`src/rtl/if_stage.sv`:
```
// Instruction-fetch stage: keeps the PC, runs a single-outstanding request
// handshake to instruction memory and fills the IF/ID pipeline register.
// A one-entry skid register absorbs a response that lands while ID is stalled.
// Optional feature macro: IF_MISALIGN_CHECK_EN. When it is defined, a redirect
// to a target that is not word-aligned halts fetch and hands ID a flagged NOP.
// When it is undefined, the low two target bits are ignored.
module if_stage #(
    parameter logic [31:0] RESET_PC = 32'h0000_0000
) (
    input  logic        clk,
    input  logic        rst,
    input  logic        stall,
    input  logic        redirect,
    input  logic [31:0] redirect_pc,
    output logic        imem_req,
    output logic [31:0] imem_addr,
    input  logic        imem_ready,
    input  logic        imem_rvalid,
    input  logic [31:0] imem_rdata,
    output logic        id_valid,
    output logic [31:0] id_inst,
    output logic [31:0] id_pc,
    output logic [31:0] id_pc4,
    output logic        id_misalign
);

    localparam logic [2:0] ST_REQ  = 3'd0;
    localparam logic [2:0] ST_WAIT = 3'd1;
    localparam logic [2:0] ST_HOLD = 3'd2;
    localparam logic [2:0] ST_DROP = 3'd3;
`ifdef IF_MISALIGN_CHECK_EN
    localparam logic [2:0] ST_HALT = 3'd4;
`endif
    localparam logic [31:0] NOP_INST = 32'h0000_0013;

    logic [2:0]  state_reg,       state_next;
    logic [31:0] pc_reg,          pc_next;
    logic        id_valid_reg,    id_valid_next;
    logic [31:0] id_inst_reg,     id_inst_next;
    logic [31:0] id_pc_reg,       id_pc_next;
    logic        id_misalign_reg, id_misalign_next;
    logic [31:0] skid_inst_reg,   skid_inst_next;
    logic [31:0] skid_pc_reg,     skid_pc_next;

    logic [31:0] redirect_target;
    logic [31:0] pc_inc;
    logic        bubble;

`ifdef IF_MISALIGN_CHECK_EN
    assign redirect_target = redirect_pc;
`else
    // Low bits are dropped so the fetch address is always word aligned.
    logic unused_redirect_low;
    assign unused_redirect_low = ^redirect_pc[1:0];
    assign redirect_target     = {redirect_pc[31:2], 2'b00};
`endif

    // Natural 32-bit wrap takes 32'hFFFF_FFFC back to zero.
    assign pc_inc = pc_reg + 32'd4;

    assign imem_req    = (state_reg == ST_REQ);
    assign imem_addr   = pc_reg;
    assign id_valid    = id_valid_reg;
    assign id_inst     = id_inst_reg;
    assign id_pc       = id_pc_reg;
    assign id_pc4      = id_pc_reg + 32'd4;
    assign id_misalign = id_misalign_reg;

    // Next-state logic: redirect first, then the normal fetch handshake.
    always_comb begin
        state_next       = state_reg;
        pc_next          = pc_reg;
        id_valid_next    = id_valid_reg;
        id_inst_next     = id_inst_reg;
        id_pc_next       = id_pc_reg;
        id_misalign_next = id_misalign_reg;
        skid_inst_next   = skid_inst_reg;
        skid_pc_next     = skid_pc_reg;
        bubble           = 1'b0;

        if (redirect) begin
            pc_next          = redirect_target;
            id_valid_next    = 1'b0;
            id_misalign_next = 1'b0;
            skid_inst_next   = NOP_INST;
            skid_pc_next     = 32'h0;
            case (state_reg)
                // An accepted request still owes a response that must be eaten.
                ST_REQ:  state_next = imem_ready  ? ST_DROP : ST_REQ;
                ST_WAIT: state_next = imem_rvalid ? ST_REQ  : ST_DROP;
                ST_DROP: state_next = imem_rvalid ? ST_REQ  : ST_DROP;
                default: state_next = ST_REQ;
            endcase
        end else begin
            case (state_reg)
                ST_REQ: begin
                    if (imem_ready) state_next = ST_WAIT;
                    bubble = 1'b1;
                end
                ST_WAIT: begin
                    if (imem_rvalid) begin
                        pc_next    = pc_inc;
                        state_next = ST_REQ;
                        if (!stall || !id_valid_reg) begin
                            id_valid_next    = 1'b1;
                            id_inst_next     = imem_rdata;
                            id_pc_next       = pc_reg;
                            id_misalign_next = 1'b0;
                        end else begin
                            // ID is stuck on a live instruction: park the word.
                            skid_inst_next = imem_rdata;
                            skid_pc_next   = pc_reg;
                            state_next     = ST_HOLD;
                        end
                    end else begin
                        bubble = 1'b1;
                    end
                end
                ST_HOLD: begin
                    if (!stall) begin
                        id_valid_next    = 1'b1;
                        id_inst_next     = skid_inst_reg;
                        id_pc_next       = skid_pc_reg;
                        id_misalign_next = 1'b0;
                        state_next       = ST_REQ;
                    end
                end
                ST_DROP: begin
                    if (imem_rvalid) state_next = ST_REQ;
                    bubble = 1'b1;
                end
`ifdef IF_MISALIGN_CHECK_EN
                ST_HALT: bubble = 1'b1;
`endif
                default: state_next = ST_REQ;
            endcase

            // Nothing new for ID and ID is consuming: present a bubble.
            if (bubble && !stall) begin
                id_valid_next    = 1'b0;
                id_misalign_next = 1'b0;
            end
        end

`ifdef IF_MISALIGN_CHECK_EN
        // Misaligned target: no fetch, report a flagged NOP and park in HALT.
        // Any response still in flight is ignored while halted.
        if (redirect && (redirect_pc[1:0] != 2'b00)) begin
            state_next       = ST_HALT;
            id_valid_next    = 1'b1;
            id_inst_next     = NOP_INST;
            id_pc_next       = redirect_pc;
            id_misalign_next = 1'b1;
        end
`endif
    end

    // State registers with synchronous reset; reset wins over redirect.
    always_ff @(posedge clk) begin
        if (rst) begin
            state_reg       <= ST_REQ;
            pc_reg          <= RESET_PC;
            id_valid_reg    <= 1'b0;
            id_inst_reg     <= NOP_INST;
            id_pc_reg       <= 32'h0;
            id_misalign_reg <= 1'b0;
            skid_inst_reg   <= NOP_INST;
            skid_pc_reg     <= 32'h0;
        end else begin
            state_reg       <= state_next;
            pc_reg          <= pc_next;
            id_valid_reg    <= id_valid_next;
            id_inst_reg     <= id_inst_next;
            id_pc_reg       <= id_pc_next;
            id_misalign_reg <= id_misalign_next;
            skid_inst_reg   <= skid_inst_next;
            skid_pc_reg     <= skid_pc_next;
        end
    end

endmodule

```
`config.mk`:
```
export PLATFORM = sky130hd
export DESIGN_NAME = if_stage
export DESIGN_NICKNAME = d
export VERILOG_FILES = /design/src/rtl/if_stage.sv
export SDC_FILE = /design/constraint.sdc
export NUM_CORES = 1
export LEC_CHECK = 0
export CAP_MARGIN = 20
export CORE_ASPECT_RATIO = 2
export CORE_UTILIZATION = 50
export CTS_BUF_LIST = sky130_fd_sc_hd__clkbuf_4 sky130_fd_sc_hd__clkbuf_8
export CTS_CLUSTER_DIAMETER = 120
export DETAILED_ROUTE_END_ITERATION = 7
export PLACE_DENSITY = 0.83
export SETUP_SLACK_MARGIN = 0.1
export SKIP_CTS_REPAIR_TIMING = 1
export SYNTH_ARGS = -nofsm -noshare
export SYNTH_HDL_FRONTEND = slang
export SYNTH_SLANG_ARGS = --single-unit
export TNS_END_PERCENT = 10
```
`constraint.sdc`:
```
create_clock -name clk -period 2.6 [get_ports clk]
set_input_delay 0.52 -clock clk [delete_from_list [all_inputs] [get_ports clk]]
set_output_delay 0.52 -clock clk [all_outputs]
set_load 0.05 [all_outputs]
```
== Yosys cells after proc, flatten, opt, wreduce, memory -nomap -nowiden ==
Index checks and enable logic that the tools add are counted.

* RAM bits: 0
* Logic and storage cells: 73
* Memories: 0
* Memory bits (read-only): 0
* Register bits: 165
* Output and inout bits: 131
* Bits of input ports: 70
* Bits in latches: 0

* Multiply operators: 0
* Bitwise gates (word level): 2
* Add/sub/neg operators: 2
* Multiplexer cells: 32
* Divide/modulo/power cells: 0
* Reduce and logical (&&, ||, !) cells: 18
* Equality and inequality tests: 10
* Shift operators: 0
* Magnitude comparators: 0

{| class="wikitable"
|+ Operators with widths
! cell !! count
|-
| $mux W32 || 9
|-
| $pmux W32 S2 || 2
|-
| $add A32 B3 Y32 const B || 2
|-
| $mux W3 || 5
|-
| $pmux W3 S4 || 1
|-
| $ne A3 B3 Y1 const B || 3
|-
| $mux W1 || 8
|-
| $reduce_and A4 Y1 || 2
|-
| $eq A3 B2 Y1 const B || 2
|-
| $mux W2 || 3
|-
| $ne A2 B2 Y1 const B || 3
|-
| $pmux W1 S2 || 3
|-
| $reduce_bool A2 Y1 || 3
|-
| $reduce_or A2 Y1 || 3
|-
| $reduce_and A5 Y1 || 1
|-
| $pmux W2 S2 || 1
|-
| $reduce_and A2 Y1 || 2
|-
| $eq A3 B1 Y1 const B || 1
|-
| $logic_not A3 Y1 || 1
|-
| $ne A3 B2 Y1 const B || 1
|-
| $reduce_and A3 Y1 || 1
|-
| $reduce_or A3 Y1 || 1
|-
| $logic_not A1 Y1 || 2
|-
| $not A1 Y1 || 2
|-
| 2 further kinds || 2
|}

== Depth between registers and ports, before layout ==
* Depth after elaboration: 6
* Depth in mapped cells: 9
* Gate-level depth less buffers: 6

== Worst setup path before layout ==
No wires, ideal clock.

* Path kind: register -> output
* From: reg id_pc_reg[16] (netlist: id_pc[16])
* To: out id_pc4[27]
* Path slack: -0.653 ns
* Required time: 2.080 ns
* Data arrival time: 2.733 ns
* Cell stages (with the launch flop): 5
* Path buffers: 0
* Cell sequence: dfxtp_1 nand4_1 nor4_1 nand4_1 xnor2_1

* Longest elaborated chain between the ends: 1

{| class="wikitable"
|+ RTL lines
! what !! RTL line !! source
|-
| start: declaration || 40 || <nowiki>logic [31:0] id_pc_reg, id_pc_next;</nowiki>
|-
| start signal: assignment || 174 || <nowiki>id_pc_reg <= id_pc_next;</nowiki>
|-
| $add A32 B3 Y32 || 66 || <nowiki>assign id_pc4 = id_pc_reg + 32'd4;</nowiki>
|-
| end: declaration || 23 || <nowiki>output logic [31:0] id_pc4,</nowiki>
|}

No other way between the ends.

== Worst setup path in the final report ==
* From: reg id_pc_reg[12] (netlist: id_pc[12])
* To: out id_pc4[24]

Same word-level chain as after synthesis.

==> out/qor.yml <==
run_status: "finished with violations"
violations: "setup timing"
finalSetupViolCount: 13
drv_cap: 0
antenna_found_initial: 0
dp_cells: 1232
synth_edf_count: 0
synth_xor_area_frac: 0.0497
grt_overflow: 0
setup_tns_ns: -0.795
arrival_ns: 2.27
p_per_area_nw_per_um2: 817
rsz0062_at_grt: "true"
synth.area.mux_share: 0.0839
grt_pass1_wl_um: 34000
fp.dieH_um: 174
ys_types: 49
root_buffer: "clkbuf_8"
max_freq_mhz: 359
ys.flop_type: "dfxtp_1"
antennaDiodeCount: 0
timing.final.crit_share: 1.07
grt_pass1_vias: 6906
irDropWorstVdd_mv: 0.528
critPathCaptureType: "output pin"
clock_path_buffers: 2
grt_max_degree: 61
area_growth_pct: 43.2
die_x_um: 88
drive_gt1_frac: 0.156
yosysSeqAreaShare: 0.425
start_util: 0.513
worstSetupPathType: "flop to output pin"
layout.nets: 1142
utilization: 0.734
synthCells: 884
pre_cts_ws_ns: 0.0682
synth_seq_cells: 157
startpoint_type: "flop"
max-slew-margin-rel: 0.620
ios: 201
holdPathEnd: "imem_addr[15]$_SDFFE_PP0P_"
fin_worst_skew_ns: 0.0149
hold_path_class: "input port to flop"
first_pass_iters: 5
yosys_warnings: 0
numCtsBuffers: 17
dp_hpwl_um: 15600
synth_top_family_by_area: "simple AND/OR/NAND/NOR gates"
synthArstFlopShare: 0
worstMarginPinSlew_ns: 0.565
routedWlPerCell_um: 17.0
r2r-start: "state_reg[1]$_SDFFE_PP0P_"
netlist_area_um2: 7400
clock_latency_ns: 0.45
core_um2: 14400
reg2reg_depth: 6
drc: 0
synthAdderAreaFrac: 0.0102
synth.top_cells.by_area: "dfxtp_1, mux2i_1, nand2_1, a211oi_1, nor2_1"
synth_area_leader_cell: "dfxtp_1"
period_minus_slack_ns: 2.79
timing.rr.end: "imem_addr[20]$_SDFFE_PP0P_"
reg2reg_slack_ns: 0.26
cts.clk_slew.worst_paths_ns: 0.09
grt_usage: 0.289
cts.sinks: 157
worstHoldStart: "rst"
setup_ws_ns: -0.188
rows: 62
slew_violations: 0
critPathMaxFanout: 5
fin_cells: 1271
portBuffers: 191
cts_tree: "done"
drt_iter0_drc: 470
postRouteAntennaNets: 0
drt_wl_total_um: 21600
viasPerCell: 5.63
die_area_um2: 15300
synthSimpleGateAreaFrac: 0.217
worstHoldPathCells: 2
synth-compound-area-share: 0.161
dr_total_vias: 7161
cts_max_level: 4
finalHoldViolations: 0
leakagePower_nw: 3.65
place_congestion: 0.873
critical_path_required_ns: 2.08
synth_top_area_share: 0.425
synth.avg_cell_area_um2: 8.37
[worst max-delay path, cell delays in order, from the launching register on]
cell,delay [ns]
dfxtp_4,0.38
nand4_1,0.24
or4_4,0.66
nor3_4,0.17
xor2_2,0.21
buf_12,0.16
[how the worst max path moves through the flow]
stage / from / endpoint / slack, ns / depth (start not counted)
after detailed placement: id_pc[2]$_SDFFE_PP0P_ / id_pc4[24] / 0.07 / 6
after global placement: id_pc[2]$_SDFFE_PP0P_ / id_pc4[24] / 0.14 / 6
after CTS: id_pc[2]$_SDFFE_PP0P_ / id_pc4[24] / -0.43 / 6
after floorplan: id_pc[2]$_SDFFE_PP0P_ / id_pc4[22] / 0.03 / 5
after global routing: id_pc[12]$_SDFFE_PP0P_ / id_pc4[24] / -0.27 / 5
final: id_pc[12]$_SDFFE_PP0P_ / id_pc4[24] / -0.19 / 5
[cells in the mapped netlist, drive strengths merged, types with 3 or more instances]
library cell / count
dfxtp: 157
nand2: 147
nor2: 99
a211oi: 72
a21oi: 64
mux2i: 62
clkbuf: 45
buf: 31
nand3: 31
xnor2: 29
nand4: 25
a311oi: 13
xor2: 13
inv: 9
nor3: 9
or4: 9
and3: 8
and4: 8
o31ai: 8
ha: 6
nor4: 5
a211o: 4
o21ai: 4
a31oi: 3
nand2b: 3
or3: 3
[per-layer routing]
layer / GRT usage / vias up / routed length [um]
li1: - / 3490 / -
met1: 0.288 / 3326 / 7580
met2: 0.519 / 266 / 11900
met3: 0.0646 / 79 / 999
met4: 0.186 / 0 / 1190
met5: 0 / - / 0
[power by group]
group / switching (mW) / internal [mW]
clock network: 0.981 / 0.866
logic: 2.29 / 1.47
registers: 0.339 / 2.71
total: 3.61 / 5.05
[final cells by class]
cell class / count / area, um2
Clock buffer: 17 / 234
Clock inverter: 15 / 161
Fill cell: 1076 / 3840
Inverter: 9 / 33.8
Multi-Input combinational cell: 648 / 4220
Sequential cell: 157 / 3200
Tap cell: 192 / 240
Timing Repair Buffer: 233 / 2500
[cell usage in the layout (no fill, tap or decap), drive strengths merged, types with 2 or more instances in the layout]
master         count
nor4               5
a211o              4
or4                9
or3                3
dlymetal6s2s       3
a31oi              3
xor2              13
clkdlybuf4s50    161
o21ai              4
bufinv             2
xnor2             29
and4               8
a221oi             2
a311oi            13
nand3             31
and3               8
a211oi            72
o31ai              8
a21oi             64
nand4             25
inv               14
dfxtp            157
or2                2
conb               7
nand2b             3
clkinv             3
and2               2
nand2            147
mux2i             62
nor2              99
clkinvlp           5
buf               69
o21bai             2
nor3               9
ha                 6
clkbuf            17
[kinds of logic (layout without fill, tap and decap cells)]
group / Yosys count / after routing
simple gates: 354 / 354
buf+inv: 85 / 274
other cells: 1 / 7
mux: 62 / 62
compound gates: 177 / 177
flops: 157 / 157
fa+ha+maj: 6 / 6
xor+xnor: 42 / 42
[through the flow]
step | hold slack (ns) | instance area (um2) | power, mW
2_1_floorplan | 0.436 | 7660 | 5.44
3_3_place_gp | 0.441 | 10000 | 6.75
3_5_place_dp | 0.446 | 10000 | 6.81
4_1_cts | 0.401 | 10400 | 8.63
5_1_grt | 0.406 | 10600 | 9.02
6_report | 0.414 | 10600 | 8.66
(Power assumes the default switching activity.)
